--- config.mk ---
export PLATFORM = sky130hd
export DESIGN_NAME = sar_track_controller
export DESIGN_NICKNAME = d
export VERILOG_FILES = /design/src/rtl/sar_pkg.sv /design/src/rtl/sar_settle_counter.sv /design/src/rtl/sar_track_controller.sv
export SDC_FILE = /design/constraint.sdc
export NUM_CORES = 1
export LEC_CHECK = 0
export ABC_AREA = 1
export CAP_MARGIN = 10
export CORE_UTILIZATION = 30
export DETAILED_ROUTE_END_ITERATION = 10
export GPL_ROUTABILITY_DRIVEN = 0
export PLACE_DENSITY = 0.47
export SLEW_MARGIN = 10
export SYNTH_ARGS = -nofsm -noshare
export SYNTH_HDL_FRONTEND = slang
export SYNTH_SLANG_ARGS = --single-unit
--- constraint.sdc ---
create_clock -name ClockT -period 2 [get_ports ClockT]
set_input_delay 0.5 -clock ClockT [delete_from_list [all_inputs] [get_ports ClockT]]
set_output_delay 0.5 -clock ClockT [all_outputs]
set_load 0.02 [all_outputs]
--- src/rtl/sar_pkg.sv ---
// Shared phase encodings and defaults for the SAR track controller.
package sar_pkg;

    localparam int DATA_DEF = 8;
    localparam int CNT_W    = 4;

    // Encodings are visible on StateP, so they are fixed rather than tool-chosen.
    typedef enum logic [1:0] {
        ST_TRACK   = 2'b00,
        ST_SEARCH  = 2'b01,
        ST_RESTART = 2'b10,
        ST_INIT    = 2'b11
    } state_t;

endpackage

--- src/rtl/sar_settle_counter.sv ---
// Per-bit comparator settle timer: load, count down, flag terminal count at zero.
module sar_settle_counter
    import sar_pkg::*;
(
    input  logic             clk,
    input  logic             rst_n,
    input  logic             load,
    input  logic [CNT_W-1:0] load_val,
    input  logic             en,
    output logic             tc
);

    logic [CNT_W-1:0] cnt;

    always_ff @(posedge clk) begin
        if (!rst_n) begin
            cnt <= '0;
        end else if (load) begin
            cnt <= load_val;
        end else if (en && (cnt != '0)) begin
            cnt <= cnt - 1'b1;
        end
    end

    assign tc = (cnt == '0);

endmodule

--- src/rtl/sar_track_controller.sv ---
// SAR binary search followed by +/-1 tracking; all outputs registered.
// Optional macro SAR_TRACK_SLEW_EN: RETRACK same-direction steps force a re-search.
//
// state      | meaning
// ST_INIT    | idle after reset, code held, waiting for Start
// ST_SEARCH  | binary search MSB..LSB, SETTLE+1 cycles per bit
// ST_RESTART | one-cycle gap before a new search
// ST_TRACK   | step code by one on CmpI / CmpD
module sar_track_controller
    import sar_pkg::*;
#(
    parameter int DATA    = DATA_DEF,
    parameter int SETTLE  = 1,
    parameter int RETRACK = 4
) (
    input  logic            ClockT,
    input  logic            ResetN,
    input  logic            Start,
    input  logic            CmpC,
    input  logic            CmpI,
    input  logic            CmpD,
    output logic [1:0]      StateP,
    output logic [DATA-1:0] SAROut,
    output logic            Inc,
    output logic            Dcr,
    output logic            Done,
    output logic            Fault
);

    localparam int BW = (DATA > 1) ? $clog2(DATA) : 1;
    localparam logic [DATA-1:0] CODE_MSB = {1'b1, {(DATA-1){1'b0}}};

    if ((SETTLE < 0) || (SETTLE > 15)) begin : g_bad_settle
        $error("SETTLE out of range 0..15");
    end
    if ((RETRACK < 2) || (RETRACK > 15)) begin : g_bad_retrack
        $error("RETRACK out of range 2..15");
    end

    state_t          state_q, state_d;
    logic [DATA-1:0] code_q, code_d;
    logic [BW-1:0]   bit_q, bit_d, bit_dn;
    logic            inc_q, inc_d;
    logic            dcr_q, dcr_d;
    logic            done_q, done_d;
    logic            fault_q, fault_d;
    logic            settle_load, settle_en, settle_tc;
    logic            slew_trip;

    assign bit_dn = bit_q - 1'b1;

    sar_settle_counter u_settle (
        .clk      (ClockT),
        .rst_n    (ResetN),
        .load     (settle_load),
        .load_val (CNT_W'(SETTLE)),
        .en       (settle_en),
        .tc       (settle_tc)
    );

`ifdef SAR_TRACK_SLEW_EN
    logic [CNT_W-1:0] run_q, run_d;
    logic             dir_q, dir_d;

    assign slew_trip = (run_q == CNT_W'(RETRACK));

    // Run length of consecutive same-direction steps; dir 1 = up.
    always_comb begin
        run_d = run_q;
        dir_d = dir_q;
        if ((state_q != ST_TRACK) || (state_d != ST_TRACK)) begin
            run_d = '0;
        end else if (inc_d) begin
            run_d = (dir_q && (run_q != '0)) ? run_q + 1'b1 : CNT_W'(1);
            dir_d = 1'b1;
        end else if (dcr_d) begin
            run_d = (!dir_q && (run_q != '0)) ? run_q + 1'b1 : CNT_W'(1);
            dir_d = 1'b0;
        end else begin
            run_d = '0;
        end
    end

    always_ff @(posedge ClockT) begin
        if (!ResetN) begin
            run_q <= '0;
            dir_q <= 1'b0;
        end else begin
            run_q <= run_d;
            dir_q <= dir_d;
        end
    end
`else
    assign slew_trip = 1'b0;
`endif

    always_comb begin
        state_d     = state_q;
        code_d      = code_q;
        bit_d       = bit_q;
        inc_d       = 1'b0;
        dcr_d       = 1'b0;
        done_d      = 1'b0;
        fault_d     = 1'b0;
        settle_load = 1'b0;
        settle_en   = 1'b0;

        case (state_q)
            ST_INIT: begin
                if (Start) begin
                    state_d     = ST_SEARCH;
                    code_d      = CODE_MSB;
                    bit_d       = BW'(DATA - 1);
                    settle_load = 1'b1;
                end
            end

            ST_RESTART: begin
                state_d     = ST_SEARCH;
                code_d      = CODE_MSB;
                bit_d       = BW'(DATA - 1);
                settle_load = 1'b1;
            end

            ST_SEARCH: begin
                settle_en = 1'b1;
                if (settle_tc) begin
                    // Decide this bit and raise the next trial bit on the same edge.
                    code_d[bit_q] = CmpC;
                    if (bit_q == '0) begin
                        state_d = ST_TRACK;
                        done_d  = 1'b1;
                    end else begin
                        bit_d          = bit_dn;
                        code_d[bit_dn] = 1'b1;
                        settle_load    = 1'b1;
                    end
                end
            end

            ST_TRACK: begin
                if (Start || slew_trip) begin
                    state_d = ST_RESTART;
                end else if (CmpI && CmpD) begin
                    fault_d = 1'b1;
                end else if (CmpI && (code_q != '1)) begin
                    code_d = code_q + 1'b1;
                    inc_d  = 1'b1;
                end else if (CmpD && (code_q != '0)) begin
                    code_d = code_q - 1'b1;
                    dcr_d  = 1'b1;
                end
            end

            default: state_d = ST_INIT;
        endcase
    end

    always_ff @(posedge ClockT) begin
        if (!ResetN) begin
            state_q <= ST_INIT;
            code_q  <= '0;
            bit_q   <= '0;
            inc_q   <= 1'b0;
            dcr_q   <= 1'b0;
            done_q  <= 1'b0;
            fault_q <= 1'b0;
        end else begin
            state_q <= state_d;
            code_q  <= code_d;
            bit_q   <= bit_d;
            inc_q   <= inc_d;
            dcr_q   <= dcr_d;
            done_q  <= done_d;
            fault_q <= fault_d;
        end
    end

    assign StateP = state_q;
    assign SAROut = code_q;
    assign Inc    = inc_q;
    assign Dcr    = dcr_q;
    assign Done   = done_q;
    assign Fault  = fault_q;

endmodule

Word-level counts from Yosys, hierarchy flattened
Index checks and enable logic that the tools add are counted.
{"block": "classes", "n_addsub": 4, "mul": 0, "n_div": 0, "n_lt_le_gt_ge": 4, "eq_ne": 12, "shifts": 0, "mux": 33, "n_bitwise": 3, "reduce_logical": 21}
{"operator": "2-to-1 mux 8 bit", "count": 7}
{"operator": "case mux 8 bit (4 select lines)", "count": 1}
{"operator": "inequality test 2 bit (second input constant)", "count": 7}
{"operator": "2-to-1 mux 1 bit", "count": 12}
{"operator": "2-to-1 mux 3 bit", "count": 3}
{"operator": "case mux 3 bit (3 select lines)", "count": 1}
{"operator": "adder 8 x 1 -> 8 bit (second input constant)", "count": 1}
{"operator": "bitwise mux 8 bit", "count": 1}
{"operator": "< comparator 3 x 4 -> 1 bit (second input constant)", "count": 2}
{"operator": "2-to-1 mux 2 bit", "count": 4}
{"operator": "inequality test 8 bit (second input constant)", "count": 1}
{"operator": "bitwise OR 8 bit", "count": 1}
{"operator": "case mux 2 bit (4 select lines)", "count": 1}
{"operator": "AND reduction 4 bit", "count": 2}
{"operator": "nonzero test 8 bit", "count": 1}
{"operator": "subtractor 8 x 1 -> 8 bit (second input constant)", "count": 1}
{"operator": "demux 1 bit (select 3 bit)", "count": 2}
{"operator": "greater-or-equal comparator 3 x 1 -> 1 bit (second input constant)", "count": 2}
{"operator": "logical AND 1 bit", "count": 6}
{"operator": "AND reduction 5 bit", "count": 1}
{"operator": "OR reduction 5 bit", "count": 1}
{"operator": "equality test 2 bit (second input constant)", "count": 2}
{"operator": "zero test 4 bit", "count": 1}
{"operator": "nonzero test 4 bit", "count": 1}
{"operator": "other kinds (14)", "count": 15}
{"block": "word_totals", "ff_bits": 21, "latchBits": 0, "ramBits": 0, "rom_bits": 0, "elab_cells": 86, "n_memories": 0}

Longest topological paths before layout
Gate-level depths: netlist of the first run.
{"block": "logic_depth", "ltp_word": 9, "depth_mapped": 14, "mapped_depth_nobuf": 14}

Hierarchy
From an unflattened synthesis of the first run, not the netlist that was laid out.
{"block": "hier_totals", "cells_unflattened": 267, "hier_area_um2": 1674.1}
{"mod": "sar_track_controller", "n_inst": 1, "cells_each": 226, "area_per_inst_um2": 1400.1, "seq_area_each_um2": 340.3}
{"mod": "sar_settle_counter", "n_inst": 1, "cells_each": 41, "area_per_inst_um2": 274.0, "seq_area_each_um2": 80.1}

Worst setup path before layout of the first run
No wires, ideal clock.
{"block": "synth_path", "kind": "register -> register", "from": "register code_q[1], in the netlist SAROut[1]", "to": "register code_q[4], in the netlist SAROut[4]", "arrival_time_ps": 1993, "t_required_ps": 1935, "slack_ps": -58, "path_stages_with_launch": 11, "path_buffers": 0, "period_less_slack_ps": 2058, "path_cell_list": "dfxtp_1 -> nand2_1 -> nor2_2 -> nand2_2 -> nand2_4 -> ha_1 -> or2_2 -> and3_1 -> o31ai_1 -> nor2_1 -> nor2_1"}
{"block": "synth_via", "elab_chain_cells": 6, "word_cells_on_any_way": 13, "cone_classes": "add/sub: 2; eq/ne: 2; mux: 5; reduce/logical: 4"}
{"element": "start: declaration", "line_no": "sar_track_controller.sv:41", "source": "logic [DATA-1:0] code_q, code_d;"}
{"element": "start signal: assignment", "line_no": "sar_track_controller.sv:170", "source": "code_q <= code_d;"}
{"element": "subtractor 8 x 1 -> 8 bit or inequality test 8 bit (tied branches)", "line_no": "sar_track_controller.sv:150, sar_track_controller.sv:146"}
{"element": "2-to-1 mux 8 bit or logical AND 1 bit (tied branches)", "line_no": "sar_track_controller.sv:149, sar_track_controller.sv:146"}
{"element": "2-to-1 mux 8 bit", "line_no": "sar_track_controller.sv:146", "source": "end else if (CmpI && (code_q != '1)) begin"}
{"element": "2-to-1 mux 8 bit", "line_no": "sar_track_controller.sv:144", "source": "end else if (CmpI && CmpD) begin"}
{"element": "2-to-1 mux 8 bit", "line_no": "sar_track_controller.sv:142", "source": "if (Start || slew_trip) begin"}
{"element": "case mux 8 bit (4 select lines)", "line_no": "sar_track_controller.sv:108", "source": "case (state_q)"}
Several ways; a longest one is shown, not always the timed one. The select of a mux whose other input is x is not followed.
A chain may end at the register's enable or synchronous reset.

Worst setup path in the final report of the first run
{"block": "layout_path", "from": "register state_q[0], in the netlist StateP[0]", "to": "output StateP[0]"}
{"element": "start: declaration", "line_no": "sar_track_controller.sv:40", "source": "state_t state_q, state_d;"}
{"element": "start signal: assignment", "line_no": "sar_track_controller.sv:169", "source": "state_q <= state_d;"}
{"element": "end: declaration", "line_no": "sar_track_controller.sv:22", "source": "output logic [1:0] StateP,"}
No word-level cell between the ends.

==> impl_metrics.ini, run 1 <==
[drt]
drt_wl_total_mm = 4.36
detail_route.first_pass.iterations = 4
post-route-drc-count = 0
routedWlPerCell_um = 12.6
highest_layer = met4
antenna_left = 0
vias = 1636
wl_met3_um = 150
met2_length_mm = 2.00
m1WireLength_mm = 2.18
drtIter0Drc = 49
viasPerCell = 4.73

[global_routing]
antenna_found_initial = 0
grt_pass1_wl_mm = 7.00
grt.total_usage = 0.163
grt_max_degree = 13
grt_pass1_vias = 1476
grt_overflow = 0

[logic_synthesis]
ys_warn_count = 0
synth_nets = 251
ys_top_cells_by_count = nand2_1, dfxtp_1, inv_1, nor2_1
async_flop_share = 0
post-synth-top-count-cell = nand2_1
synth_ff_type = dfxtp_1
netlist.area_leader.share = 0.258
ys_types = 38
synth_area_leaders = dfxtp_1, nand2_1, ha_1
syn-cell-area_um2 = 1630
synth_top_area_cell = dfxtp_1
synth_cells = 234
ys_ff_latch = 21
syn_avg_cell_area_um2 = 6.96
ys_seq_area_frac = 0.258
synth_edf_count = 0

[place]
place_worst_setup_slack_ns = -0.383
placedCellCount = 340
io_buffers = 19
hpwlAfterDp_mm = 3.30
placed_cell_area_um2 = 2050

[power]
power-per-cell-area_nw_per_um2 = 844
p_int_mw = 1.02
p_seq_frac = 0.297
net-switching-power_mw = 0.780
switching_share = 0.434
p_leak_nw = 0.960
p_clk_frac = 0.166
ir_drop_mv = 0.417
comb_power_share = 0.537
total_power_mw = 1.80

[run_status]
status = completed

[job]
drv_cap = 0

[cells_and_area]
layout-drive-gt1-share = 0.228
diodes = 0
finalNetCount = 294
area_growth_pct = 30.9
final_cell_area_um2 = 2130
nFillCells = 539
final_core_util = 0.412
fin_cells = 346

[floorplan]
chipHeight_um = 75.7
fp-row-count = 26
die_w_um = 75.7
ios = 20
die-area_um2 = 5720
coreArea_um2 = 5170
start_util = 0.315

[sta]
whs_ns = 0.536
post-route-period-util = 0.961
worst_slew_pin_slew_ns = 0.300
setup_viol = 0
finalClockSkew_ns = 0.00283
rsz0062_at_grt = true
hold_viol = 0
relSlewSlack = 0.799
fin_ws_ns = 0.0780
fmaxAchievable_mhz = 520
period_needed_ns = 1.92
tns_ns = 0
slew_violations = 0

[hold_path]
min_path_type = reg2reg
worstHoldEndpoint = u_settle.cnt[2]$_SDFFE_PP0P_
holdCritStartpoint = u_settle.cnt[2]$_SDFFE_PP0P_
min_delay_path_depth = 2

[clock_network]
cts_tree = built
insertion_delay_ns = 0.27
cts.sinks = 21
cts_made_buffers = 3
clk_pin_slew_ns = 0.09
root_buffer = clkbuf_8
cts_max_level = 1
clockBufferDepth = 2

[setup_path]
cp-start-kind = flip-flop
cp_top_family = buffers and inverters
rr_worst_depth = 13
path_max_fanout = 5
crit_type = reg2out
required_ns = 1.50
cp_cell_sequence = clkdlybuf4s50_1
slowest_delay_ns = 0.66
timing.rr.end = SAROut[5]$_SDFFE_PN0P_
worst-path-buf-inv = 1
rr_startpoint = SAROut[0]$_SDFFE_PN0P_
endpoint_kind = primary output
reg2reg_slack_ns = 0.13
critPathArrivalTime_ns = 1.42
cpMaxStageDelayCell = clkdlybuf4s50_1
==> cell type report <==
cell class / instances / area, um^2 / share of cell area
inverter: 26 / 103 / 0.0482
clock buffer: 3 / 41.3 / 0.0194
sequential: 21 / 430 / 0.202
clock inverter: 1 / 5.00 / 0.00235
multi-input combinational: 185 / 1120 / 0.524
timing repair buffer: 40 / 347 / 0.163
tap: 70 / 87.6 / 0.0411
==> per-layer routing <==
layer  vias to the layer above  GRT usage
li1                        870          -
met1                       729      0.239
met2                        33      0.257
met3                         4     0.0198
met4                         0     0.0309
met5                         -          0
==> worst max path at each step <==
stage | start | end | slack [ns] | cells after the start
floorplan | SAROut[1]$_SDFFE_PN0P_ | SAROut[4]$_SDFFE_PN0P_ | 0.07 | 10
global placement | CmpI | SAROut[4]$_SDFFE_PN0P_ | -0.36 | 8
detailed placement | CmpI | SAROut[4]$_SDFFE_PN0P_ | -0.38 | 8
CTS | SAROut[2]$_SDFFE_PN0P_ | SAROut[4]$_SDFFE_PN0P_ | 0.05 | 10
global route | SAROut[0]$_SDFFE_PN0P_ | SAROut[5]$_SDFFE_PN0P_ | -0.06 | 13
finish | StateP[0]$_SDFFE_PN1P_ | StateP[0] | 0.08 | 1
==> placed cells by master (no fill, tap or decap), drive strengths merged <==
cell           Yosys  final
dfxtp             21     21
a221oi             2      2
a21oi             17     17
nor2              26     26
or3                1      1
nand4              3      3
nand3b             2      2
xnor2              3      3
clkbuf             1      3
and3               1      1
or2                1      1
nor3               3      3
dlygate4sd2        0      1
nor4               3      3
o21ai             21     21
clkdlybuf4s50      0     18
nand3             18     18
o221ai             1      1
inv               26     26
o211ai             1      1
fa                 1      1
nand2             64     65
xor2               2      2
a211oi             1      1
buf                2     21
ha                10     10
mux2i              2      2
o31ai              1      1
clkinv             0      1
==> what timing repair did <==
action	CTS	global route
buffers inserted	0	1
pin swaps	0	3
hold buffers	0	0
cloned	0	1
gates resized for setup	1	3
endpoints found under the setup margin	4	4
==> registers in the layout (all words and copies together), names as in the netlist <==
register      flops
u_settle.cnt      4
Done              1
Fault             1
StateP            2
SAROut            8
Dcr               1
bit_q             3
Inc               1
==> power by group through the flow <==
stage	combinational, mW	sequential [mW]	clock, mW
after floorplan	0.574	0.598	0
after global placement	0.956	0.545	0
after detailed placement	0.950	0.545	0
after CTS	0.955	0.535	0.308
after global routing	1.09	0.543	0.322
final	0.966	0.534	0.299
==> cells by family after synthesis <==
group / Yosys count / share of synthesized area
multiplexers: 2 / 0.0123
XOR/XNOR: 5 / 0.0269
flip-flops: 21 / 0.258
adder cells (fa/ha/maj): 11 / 0.0892
buffers and inverters: 29 / 0.0715
AND/OR/NAND/NOR: 122 / 0.381
AO/OA/AOI/OAI: 44 / 0.161
Power figures use the tool's default switching activity.
==> run 2, diff against run 1 <==
--- a/config.mk
+++ b/config.mk
@@ -8,6 +8,7 @@
 export ABC_AREA = 1
 export CAP_MARGIN = 10
 export CORE_UTILIZATION = 30
+export CTS_CLUSTER_DIAMETER = 150
 export DETAILED_ROUTE_END_ITERATION = 10
 export GPL_ROUTABILITY_DRIVEN = 0
 export PLACE_DENSITY = 0.47
==> results of run 2 <==
Same layout as run 1: the final DEF is identical, and so are final timing and power.
==> run 3, diff against run 2 <==
--- a/config.mk
+++ b/config.mk
@@ -6,7 +6,7 @@
 export NUM_CORES = 1
 export LEC_CHECK = 0
 export ABC_AREA = 1
-export CAP_MARGIN = 10
+export CAP_MARGIN = 20
 export CORE_UTILIZATION = 30
 export CTS_CLUSTER_DIAMETER = 150
 export DETAILED_ROUTE_END_ITERATION = 10
==> results of run 3 <==
Same layout as run 1: the final DEF is identical, and so are final timing and power.
